`src/rtl/alu32.sv`:
```
// Registered 32-bit ALU: arithmetic, logic, shift and compare with Zero/Carry/Overflow, one-cycle latency.
// Define ALU32_EXT_OPS_EN to enable SLTU, NOR and PASSB on opcodes 1010-1100.
module alu32 (
  input  logic        clk,
  input  logic        rst_n,
  input  logic [31:0] A,
  input  logic [31:0] B,
  input  logic [3:0]  ALU_Sel,
  output logic [31:0] Result,
  output logic        Zero,
  output logic        Carry,
  output logic        Overflow
);

  localparam logic [3:0] OP_ADD = 4'b0000;
  localparam logic [3:0] OP_SUB = 4'b0001;
  localparam logic [3:0] OP_AND = 4'b0010;
  localparam logic [3:0] OP_OR  = 4'b0011;
  localparam logic [3:0] OP_XOR = 4'b0100;
  localparam logic [3:0] OP_NOT = 4'b0101;
  localparam logic [3:0] OP_LSL = 4'b0110;
  localparam logic [3:0] OP_LSR = 4'b0111;
  localparam logic [3:0] OP_ASR = 4'b1000;
  localparam logic [3:0] OP_SLT = 4'b1001;
`ifdef ALU32_EXT_OPS_EN
  localparam logic [3:0] OP_SLTU  = 4'b1010;
  localparam logic [3:0] OP_NOR   = 4'b1011;
  localparam logic [3:0] OP_PASSB = 4'b1100;
`endif

  logic [32:0] sum_ext;
  logic [32:0] diff_ext;
  logic [31:0] and_bits;
  logic [31:0] or_bits;
  logic [31:0] xor_bits;
  logic [31:0] result_next;
  logic        carry_next;
  logic        overflow_next;
  logic [31:0] result_reg;
  logic        zero_reg;
  logic        carry_reg;
  logic        overflow_reg;

  // Subtraction as A + ~B + 1 so bit 32 is the no-borrow flag.
  assign sum_ext  = {1'b0, A} + {1'b0, B};
  assign diff_ext = {1'b0, A} + {1'b0, ~B} + 33'd1;

  generate
    for (genvar gi = 0; gi < 32; gi++) begin : g_bitwise
      assign and_bits[gi] = A[gi] & B[gi];
      assign or_bits[gi]  = A[gi] | B[gi];
      assign xor_bits[gi] = A[gi] ^ B[gi];
    end
  endgenerate

  always_comb begin
    result_next   = 32'd0;
    carry_next    = 1'b0;
    overflow_next = 1'b0;
    case (ALU_Sel)
      OP_ADD: begin
        result_next   = sum_ext[31:0];
        carry_next    = sum_ext[32];
        overflow_next = (A[31] == B[31]) && (sum_ext[31] != A[31]);
      end
      OP_SUB: begin
        result_next   = diff_ext[31:0];
        carry_next    = diff_ext[32];
        overflow_next = (A[31] != B[31]) && (diff_ext[31] != A[31]);
      end
      OP_AND: result_next = and_bits;
      OP_OR:  result_next = or_bits;
      OP_XOR: result_next = xor_bits;
      OP_NOT: result_next = ~A;
      OP_LSL: result_next = A << B[4:0];
      OP_LSR: result_next = A >> B[4:0];
      OP_ASR: result_next = $unsigned($signed(A) >>> B[4:0]);
      OP_SLT: result_next = {31'd0, $signed(A) < $signed(B)};
`ifdef ALU32_EXT_OPS_EN
      OP_SLTU:  result_next = {31'd0, A < B};
      OP_NOR:   result_next = ~or_bits;
      OP_PASSB: result_next = B;
`endif
      default: result_next = 32'd0;
    endcase
  end

  always_ff @(posedge clk or negedge rst_n) begin
    if (!rst_n) begin
      result_reg   <= 32'd0;
      zero_reg     <= 1'b1;
      carry_reg    <= 1'b0;
      overflow_reg <= 1'b0;
    end else begin
      result_reg   <= result_next;
      zero_reg     <= (result_next == 32'd0);
      carry_reg    <= carry_next;
      overflow_reg <= overflow_next;
    end
  end

  assign Result   = result_reg;
  assign Zero     = zero_reg;
  assign Carry    = carry_reg;
  assign Overflow = overflow_reg;

endmodule

```
`config.mk`:
```
export PLATFORM = sky130hd
export DESIGN_NAME = alu32
export DESIGN_NICKNAME = d
export VERILOG_FILES = /design/src/rtl/alu32.sv
export SDC_FILE = /design/constraint.sdc
export NUM_CORES = 1
export LEC_CHECK = 0
export CELL_PAD_IN_SITES_DETAIL_PLACEMENT = 1
export CELL_PAD_IN_SITES_GLOBAL_PLACEMENT = 2
export CORE_AREA = 5 5 177 179
export CTS_CLUSTER_SIZE = 28
export DETAILED_ROUTE_END_ITERATION = 8
export DIE_AREA = 0 0 182 184
export PLACE_DENSITY = 0.87
export SLEW_MARGIN = 0
export SYNTH_ARGS = -nofsm -noshare
export SYNTH_HDL_FRONTEND = slang
export SYNTH_SLANG_ARGS = --single-unit
```
`constraint.sdc`:
```
create_clock -name clk -period 1 [get_ports clk]
set_input_delay 0.15 -clock clk [delete_from_list [all_inputs] [get_ports clk]]
set_output_delay 0.15 -clock clk [all_outputs]
set_load 0.01 [all_outputs]
```
==> flow_summary.toml, run 1 <==
[status]
stop_stage = "global routing (5_1_grt)"
status = "aborted with a tool error"
error_line = "[ERROR GRT-0116] Global routing finished with congestion. Check the congestion regions in the DRC Viewer."

[synthesis]
synth_seq_cells = 35
synthFlopType = "dfrtp_1"
synth_edf_count = 0
yosysTopAreaCell = "ha_1"
ys_warn_count = 0
synth.top_cells.by_area = "ha_1 (11%), mux4_2 (9.2%), dfrtp_1 (7.7%), a21oi_1 (4.6%), o21ai_0 (4.6%)"
netlist_area_um2 = 11000
syn_area_per_cell_um2 = 7.34
syn-num-nets = 1668
syn_inst = 1499
synth_cell_type_count = 91
async_flop_share_pct = 100
synth_top_area_share_pct = 11.0
ys_seq_area_share_pct = 7.97

[die]
die_x_um = 182
die_y_um = 184
rows = 63
io_pins = 105
initial_utilization_pct = 37.4

[clock_tree]
clock_sinks = 35
numCtsBuffers = 5
cts-htree-levels = 2
clockBufferDepth = 2
clockRootBuffer = "clkbuf_16"

[place]
io_buffers = 104
place_ws_ns = -3.54
hpwl_mm = 60.3
gp_congestion = 1.09

[global_route]
grtUsageTotal_pct = 71.2
grt_max_degree = 36
grt_pass1_wl_mm = 177
grt_remaining_overflow = 106
grt_pass1_vias = 24400
-- cells in the mapped netlist, types with 12 or more instances --
| cell type | count |
|---|---|
| buf_1 | 16 |
| a21oi_1 | 102 |
| xnor2_1 | 13 |
| nand2b_1 | 18 |
| a22oi_1 | 22 |
| nor2b_1 | 14 |
| o21a_1 | 12 |
| a211oi_1 | 21 |
| clkbuf_1 | 99 |
| o21ai_0 | 101 |
| nor3_1 | 38 |
| nor2_1 | 123 |
| buf_2 | 18 |
| o22ai_1 | 33 |
| o211ai_1 | 24 |
| mux2i_1 | 45 |
| inv_1 | 94 |
| nand3_1 | 28 |
| or2_2 | 15 |
| or3_1 | 13 |
| a21o_1 | 17 |
| nor4_1 | 18 |
| nand2_1 | 126 |
| and2_1 | 12 |
| o221ai_1 | 19 |
| mux4_2 | 45 |
| a31oi_1 | 13 |
| ha_1 | 97 |
| o21bai_1 | 13 |
| dfrtp_1 | 34 |
| a221oi_1 | 12 |
| mux2_2 | 38 |
-- cell families after synthesis --
kind of cell	synth area share (%)
AOI/OAI and AO/OA	33.2
and+or+nand+nor	20.8
buffers and inverters	8.19
muxes	17.2
adders and majority gates	11.4
DFF	7.97
xor gates and xnor gates	1.27
-- per-stage QoR --
step,instance area (µm²),std cells
after CTS,20400,2640
after detailed placement,17400,2498
after global placement,17400,2498
after floorplan,12000,1499
-- per-layer routing --
layer | overflow | GRT usage (%)
met1 | 0 | 70.3
met2 | 50 | 90.5
met3 | 2 | 53.1
met4 | 54 | 73.8
met5 | 0 | 15.1
-- what timing repair did --
item,CTS
hold endpoints to repair,34
setup buffers,155
hold buffers,1
endpoints found under the setup margin,70
pin swaps,157
resized for setup,722
==> run 2, diff against run 1 <==
CELL_PAD_IN_SITES_DETAIL_PLACEMENT = not set   (was 1)
CELL_PAD_IN_SITES_GLOBAL_PLACEMENT = not set   (was 2)
CORE_AREA = 5 5 184 186   (was 5 5 177 179)
CTS_CLUSTER_SIZE = not set   (was 28)
DIE_AREA = 0 0 189 191   (was 0 0 182 184)
PLACE_DENSITY = not set   (was 0.87)
PLACE_DENSITY_LB_ADDON = 0.15   (was not set)
==> flow_summary.toml, run 2 <==
[status]
status = "finished, violations left"
violations = "negative setup slack"

[die]
io_pins = 105
rows = 66
die_y_um = 191
initial_utilization_pct = 34.2
die-area_um2 = 36100
die_x_um = 189
core_um2 = 32100

[detailed_routing]
drt-vias-per-instance = 6.07
ant_nets = 0
drc = 0
wire_per_inst_um = 26.1
drt-initial-drc-count = 1573
routed_wl_mm = 69.6
first_pass_iters = 5
vias = 16200

[synthesis]
synth_cell_type_count = 91
synth_top_family_by_area = "compound AO/OA/AOI/OAI gates"
synthMuxAreaShare_pct = 17.2
ys_seq_area_share_pct = 7.97
synth_top_area_share_pct = 11.0
yosysTopAreaCell = "ha_1"
netlist_area_um2 = 11000
syn_inst = 1499
synth_seq_cells = 35
synth_common_cells = "nand2_1 (126), nor2_1 (123), a21oi_1 (102)"
syn-num-nets = 1668
synth_edf_count = 0
synthFlopType = "dfrtp_1"
synthAdderAreaFrac_pct = 11.4
synth_compound_area_share_pct = 33.2
synth-simple-area-share_pct = 20.8
async_flop_share_pct = 100
ys_warn_count = 0
syn_area_per_cell_um2 = 7.34
synth_xor_area_share_pct = 1.27
synth.top_cells.by_area = "ha_1 (11%), mux4_2 (9.2%), dfrtp_1 (7.7%), a21oi_1 (4.6%), o21ai_0 (4.6%)"
synth_most_common_cell = "nand2_1"

[sta]
hold_viol = 0
rsz0062_at_grt = "true"
fin_crit_sh_pct = 347
tns_ns = -51.83
hold_slack_ns = 0.247
setup_viol = 36
relSlewSlack_pct = 52.8
setup_ws_ns = -2.47
maxSlewViolCount = 0
worst_pin_slew_ns = 0.700
fmaxAchievable_ghz = 0.288
final.min_clock_period_ns = 3.47

[min_path]
min_path_type = "in2async"

[power]
clkPwrFrac_pct = 11.2
intPower_mw = 8.37
p_sw_mw = 6.78
ir_drop_mv = 0.612
p_per_area_nw_per_um2 = 730
p_seq_share_pct = 11.0
p_sw_share_pct = 44.7
p_comb_share_pct = 77.9
cellLeakagePower_nw = 9.45

[clock_tree]
cts-htree-levels = 2
clockBufferDepth = 2
tritoncts = "done"
path_clk_slew_ns = 0.07
clockRootBuffer = "clkbuf_16"
numCtsBuffers = 5
clock_sinks = 35

[worst_setup_path]
startpoint_type = "primary input"
cp_max_fo = 2
critPathRequiredTime_ns = 1.25
end_kind = "register"
critPathKind = "in2reg"
cp.arrival_ns = 3.72

[place]
hpwl_mm = 54.6
io_buffers = 104
place_ws_ns = -3.52
gp_congestion = 1.02
placed_cell_area_um2 = 17600

[global_route]
grt_remaining_overflow = 0
grt_max_degree = 33
antenna_found_initial = 0
grt_pass1_vias = 15700
grtUsageTotal_pct = 36.6
grt_pass1_wl_mm = 101

[layout]
final_cell_mix = "buf_4 (644), buf_6 (124), nand2_1 (117)"
stdcell_area_um2 = 20800
filler_cell_count = 2865
syn2layout_area_growth_pct = 88.7
largest_reg_flops = 32
drive_above_1_share_pct = 56.4
nets = 2425
diodes = 0
layout_commonest_cell = "buf_4"
postLayoutCoreUtil_pct = 64.6

[flow_run]
cap_violations = 0
-- run 2: cell counts after synthesis --
Identical to the previous run, type by type.
-- run 2: per-stage QoR --
stage          cells  power [mW]
6_report        2665        15.2
5_1_grt         2665        15.8
4_1_cts         2620        14.3
3_5_place_dp    2533        11.4
3_3_place_gp    2533        11.3
2_1_floorplan   1499        6.36
-- run 2: area by class of cell --
cell class	instances	area (µm²)	share of cell area [%]
clock buffer	5	125	0.603
clock inverter	3	15.0	0.0723
inverter	99	435	2.10
multi-input combinational	1231	11300	54.5
sequential	35	877	4.23
tap	408	510	2.46
timing repair buffer	884	7480	36.0
-- run 2: power groups by stage --
stage	sequential, mW	clock [mW]	combinational, mW
2_1_floorplan	1.79	0	4.56
3_3_place_gp	1.69	0	9.66
3_5_place_dp	1.69	0	9.67
4_1_cts	1.66	1.71	10.9
5_1_grt	1.69	1.77	12.3
6_report	1.66	1.69	11.8
-- run 2: worst max path at each step --
stage / startpoint / end / slack [ns] / cells past startpoint
floorplan: A[14] / Zero$_DFF_PN1_ / -2.45 / 14
detailed placement: A[15] / Zero$_DFF_PN1_ / -3.52 / 15
global route: A[14] / Zero$_DFF_PN1_ / -2.52 / 15
finish: A[14] / Zero$_DFF_PN1_ / -2.47 / 15
global placement: A[15] / Zero$_DFF_PN1_ / -3.48 / 15
CTS: A[14] / Zero$_DFF_PN1_ / -2.52 / 15
-- run 2: cells by family after synthesis --
family	after synthesis
compound gates	527
buf+inv	233
fa+ha+maj	99
simple gates	461
flops	35
mux	128
xor+xnor	16
-- run 2: repair_timing --
item                       in CTS  in global routing
hold buffers                    1                  0
hold endpoints to repair       12                  0
resized for setup             611                214
pin swaps                     110                101
buffers inserted               92                 61
gates cloned                    1                  1
setup endpoints to repair      70                 49
-- run 2: routing by layer --
layer | global-route usage, % | up-vias | wire length [µm]
met4 | 14.7 | 0 | 4050
li1 | - | 7234 | -
met2 | 60.4 | 891 | 31500
met1 | 48.2 | 7854 | 28300
met3 | 5.42 | 185 | 5760
met5 | 0 | - | 0
-- run 2: worst max-delay path, cell delays in order --
cell and delay (ns):
buf_8 0.10, inv_4 0.05, ha_4 0.19, or2_4 0.25
or3_4 0.34, or4_4 0.44, a311oi_4 0.26, nor3_1 0.08
a221o_1 0.33, a211o_1 0.28, or4b_4 0.53, nor4_4 0.21
buf_4 0.17, and4bb_1 0.18, and3_1 0.15
No activity file was read; power rests on OpenSTA's default activity.
==> run 3, diff against run 2 <==
SKIP_CTS_REPAIR_TIMING = 1   (was not set)
==> flow_summary.toml, run 3 (synthesis results as in run 2) <==
[sta]
hold_viol = 0
final.min_clock_period_ns = 3.83
worst_pin_slew_ns = 0.549
tns_ns = -53.09
setup_viol = 37
maxSlewViolCount = 0
rsz0062_at_grt = "true"
fin_crit_sh_pct = 383
fmaxAchievable_ghz = 0.261
relSlewSlack_pct = 63.0
hold_slack_ns = 0.258
setup_ws_ns = -2.83

[layout]
filler_cell_count = 2919
final_cell_mix = "buf_4 (654), nand2_1 (118), nor2_1 (109)"
diodes = 0
drive_above_1_share_pct = 54.6
layout_commonest_cell = "buf_4"
largest_reg_flops = 32
syn2layout_area_growth_pct = 83.3
nets = 2389

[clock_tree]
clockRootBuffer = "clkbuf_16"
path_clk_slew_ns = 0.07
clock_sinks = 35
numCtsBuffers = 5
clockBufferDepth = 2
cts-htree-levels = 2
tritoncts = "done"

[worst_setup_path]
critPathRequiredTime_ns = 1.25
cp.arrival_ns = 4.08
cp_cell_sequence = "buf_4 -> inv_4 -> ha_4 -> or2_4 -> or3_4 -> or4_4 -> a311oi_4 -> nor3_1 -> a221o_1 -> a211o_1 -> or4b_4 -> nor4_4 -> buf_4 -> and4bb_1 -> and3_1"
cpMostUsedCell = "buf_4"
cp_max_fo = 2
cp_slowest_stage_delay_ns = 0.57
setup.worst_path.start = "A[14]"
crit_slowest_cell = "or4_4"
end_kind = "register"
critPathKind = "in2reg"
startpoint_type = "primary input"

[power]
ir_drop_mv = 0.608
fin_total_pwr_mw = 14.7
cellLeakagePower_nw = 9.39
p_per_area_nw_per_um2 = 731

[detailed_routing]
vias = 15900
drt-vias-per-instance = 6.03
first_pass_iters = 6
drc = 0
drt-initial-drc-count = 1451
ant_nets = 0
routed_wl_mm = 68.4
wire_per_inst_um = 26.0

[die]
initial_utilization_pct = 34.2
die_y_um = 191
core_um2 = 32100
rows = 66
io_pins = 105
die-area_um2 = 36100
die_x_um = 189

[place]
gp_congestion = 1.02
hpwl_mm = 54.6
io_buffers = 104
place_ws_ns = -3.52

[global_route]
grt_max_degree = 33
grt_pass1_wl_mm = 96.4
antenna_found_initial = 1
grt_remaining_overflow = 0
grt_pass1_vias = 14900
grtUsageTotal_pct = 35.1

[status]
violations = "negative setup slack"
status = "finished, violations left"

[min_path]
min_path_type = "in2async"

[flow_run]
cap_violations = 0
## run 3: cell type report
cell class	instances	area [µm²]	area share (%)
Multi-Input combinational cell	1231	11200	55.5
Timing Repair Buffer	848	7020	34.8
Sequential cell	35	877	4.35
Tap cell	408	510	2.53
Inverter	99	420	2.08
Clock buffer	5	125	0.620
Clock inverter	3	15.0	0.0744
## run 3: path summary, 6_finish.rpt
path | endpoint | slack [ns]
setup / recovery | Zero$_DFF_PN1_ | -2.83
hold / removal | Carry$_DFF_PN0_ | 0.26
max in group asynchronous | Result[6]$_DFF_PN0_ | 0.30
min in group clk | Result[1]$_DFF_PN0_ | 0.46
## run 3: worst max-delay path: cells and delay by family
kind	cells	cell delay [ns]
AND/OR/NAND/NOR	8	2.41
AO/OA/AOI/OAI	3	0.99
buffers and inverters	3	0.34
adder cells (fa/ha/maj)	1	0.19
## run 3: through the flow
stage,cell area [µm²],utilization [%],instances
6_report,20200,62.8,2629
5_1_grt,20200,62.8,2629
4_1_cts,17700,55.2,2541
3_5_place_dp,17600,54.7,2533
3_3_place_gp,17600,54.7,2533
2_1_floorplan,12000,-,1499
## run 3: metal layers
layer | track usage [%] | share of wire (%) | wire length (µm) | vias up
li1 | - | - | - | 7140
met1 | 46.8 | 42 | 28400 | 7766
met2 | 58.0 | 46 | 31300 | 784
met3 | 4.91 | 7.6 | 5180 | 163
met4 | 12.9 | 5.2 | 3540 | 2
met5 | 0 | 0.010 | 7 | -
## run 3: power by group
part           internal (mW)  switching, mW  total (mW)
combinational           5.57           5.80        11.4
sequential              1.61         0.0574        1.67
clock                  0.916          0.794        1.71
==> run 4, diff against run 3 <==
DONT_BUFFER_PORTS = 1   (was not set)
==> flow_summary.toml, run 4 (synthesis results as in run 2) <==
[worst_setup_path]
cp_max_fo = 2
critPathKind = "in2reg"
cp.arrival_ns = 3.63
crit_end = "Zero$_DFF_PN1_"
startpoint_type = "primary input"
end_kind = "register"
setup.worst_path.start = "B[15]"
critPathRequiredTime_ns = 1.25

[sta]
worst_pin_slew_ns = 0.998
final.min_clock_period_ns = 3.39
setup_ws_ns = -2.39
relSlewSlack_pct = 32.9
setup_viol = 36
rsz0062_at_grt = "true"
fmaxAchievable_ghz = 0.295
hold_viol = 0
maxSlewViolCount = 0
fin_crit_sh_pct = 339
tns_ns = -47.59

[flow_run]
cap_violations = 0

[layout]
diodes = 0
syn2layout_area_growth_pct = 53.4
layout_commonest_cell = "buf_4"
final_cell_mix = "buf_4 (531), nand2_1 (121), nor2_1 (113)"
nets = 2102
stdcell_area_um2 = 16900
largest_reg_flops = 32
drive_above_1_share_pct = 44.7

[global_route]
grt_pass1_wl_mm = 89.6
antenna_found_initial = 1
grt_pass1_vias = 13800
grt_remaining_overflow = 0
grtUsageTotal_pct = 32.3
grt_max_degree = 101

[detailed_routing]
first_pass_iters = 5
routed_wl_mm = 61.6
drt-vias-per-instance = 6.27
wire_per_inst_um = 26.3
ant_nets = 0
drc = 0
vias = 14700
drt-initial-drc-count = 1505

[clock_tree]
path_clk_slew_ns = 0.07
clockBufferDepth = 2
clock_sinks = 35
numCtsBuffers = 5
tritoncts = "done"
clockRootBuffer = "clkbuf_16"
cts-htree-levels = 2

[die]
core_um2 = 32100
rows = 66
die_y_um = 191
die-area_um2 = 36100
initial_utilization_pct = 34.2
io_pins = 105
die_x_um = 189

[power]
cellLeakagePower_nw = 7.48
p_sw_mw = 5.22
p_seq_share_pct = 14.5
p_sw_share_pct = 42.0
ir_drop_mv = 0.923
intPower_mw = 7.21
p_per_area_nw_per_um2 = 737
p_comb_share_pct = 70.0
clkPwrFrac_pct = 15.5

[place]
place_ws_ns = -2.79
placed_cell_area_um2 = 15600
gp_congestion = 1.01
io_buffers = 0
hpwl_mm = 48.9

[status]
violations = "negative setup slack"
status = "finished, violations left"

[min_path]
min_path_type = "in2reg"
[run 4: cell types whose count changed in the layout (fill, tap and decap cells not counted), moves of 10 or more]
cell | before | now
inv_2 | 29 | 4
ha_1 | 60 | 80
clkbuf_2 | 42 | 0
inv_1 | 59 | 82
ha_4 | 28 | 15
dlymetal6s2s_1 | 38 | 0
buf_12 | 15 | 5
buf_4 | 654 | 531
o21ai_0 | 68 | 78
buf_6 | 75 | 23
[run 4: cell type report]
type                       instances  area, µm²
clock buffer                       5        125
clock inverter                     3       43.8
fill                            3053      15200
inverter                          99        430
multi-input combinational       1231      10500
sequential                        35        877
tap                              408        510
timing repair buffer             561       4380
[run 4: worst max-delay path, cell delays in order]
cell,delay (ns)
clkinvlp_4,0.08
ha_4,0.24
or2_4,0.23
or3_4,0.33
or4_4,0.45
a311oi_4,0.26
nor3_1,0.10
a221o_1,0.32
a211o_1,0.28
or4b_4,0.53
nor4_4,0.15
buf_4,0.16
and4bb_1,0.18
and3_1,0.15
[run 4: how the worst min path moves through the flow]
stage                     startpoint              endpoint  slack [ns]  depth (start not counted)
after floorplan                rst_n       Carry$_DFF_PN0_       -0.15                          0
after global placement         rst_n       Carry$_DFF_PN0_       -0.14                          0
after detailed placement       rst_n       Carry$_DFF_PN0_       -0.14                          0
after CTS                      rst_n       Carry$_DFF_PN0_       -0.47                          0
after global routing            B[4]   Result[1]$_DFF_PN0_        0.22                          2
final                           B[4]  Result[28]$_DFF_PN0_        0.23                          2
[run 4: per-stage QoR]
stage / instances / util, % / total power, mW / hold slack (ns)
2_1_floorplan: 1499 / - / 6.36 / -0.146
4_1_cts: 2321 / 49.2 / 11.5 / -0.474
5_1_grt: 2342 / 52.5 / 13.0 / 0.222
3_5_place_dp: 2313 / 48.7 / 9.49 / -0.144
6_report: 2342 / 52.5 / 12.4 / 0.231
3_3_place_gp: 2313 / 48.7 / 9.48 / -0.144
[run 4: per-layer routing]
layer | vias up | GRT usage (%) | routed length [µm]
li1 | 6566 | - | -
met1 | 7134 | 44.8 | 25900
met2 | 835 | 51.6 | 27500
met3 | 145 | 5.46 | 5690
met4 | 2 | 9.61 | 2450
met5 | - | 0 | 13
[run 4: power groups by stage]
| stage | combinational (mW) | sequential, mW | clock [mW] |
|---|---|---|---|
| 6_report | 8.70 | 1.80 | 1.93 |
| 5_1_grt | 9.17 | 1.83 | 2.02 |
| 4_1_cts | 7.70 | 1.81 | 1.96 |
| 3_5_place_dp | 7.65 | 1.84 | 0 |
| 3_3_place_gp | 7.64 | 1.84 | 0 |
| 2_1_floorplan | 4.56 | 1.79 | 0 |
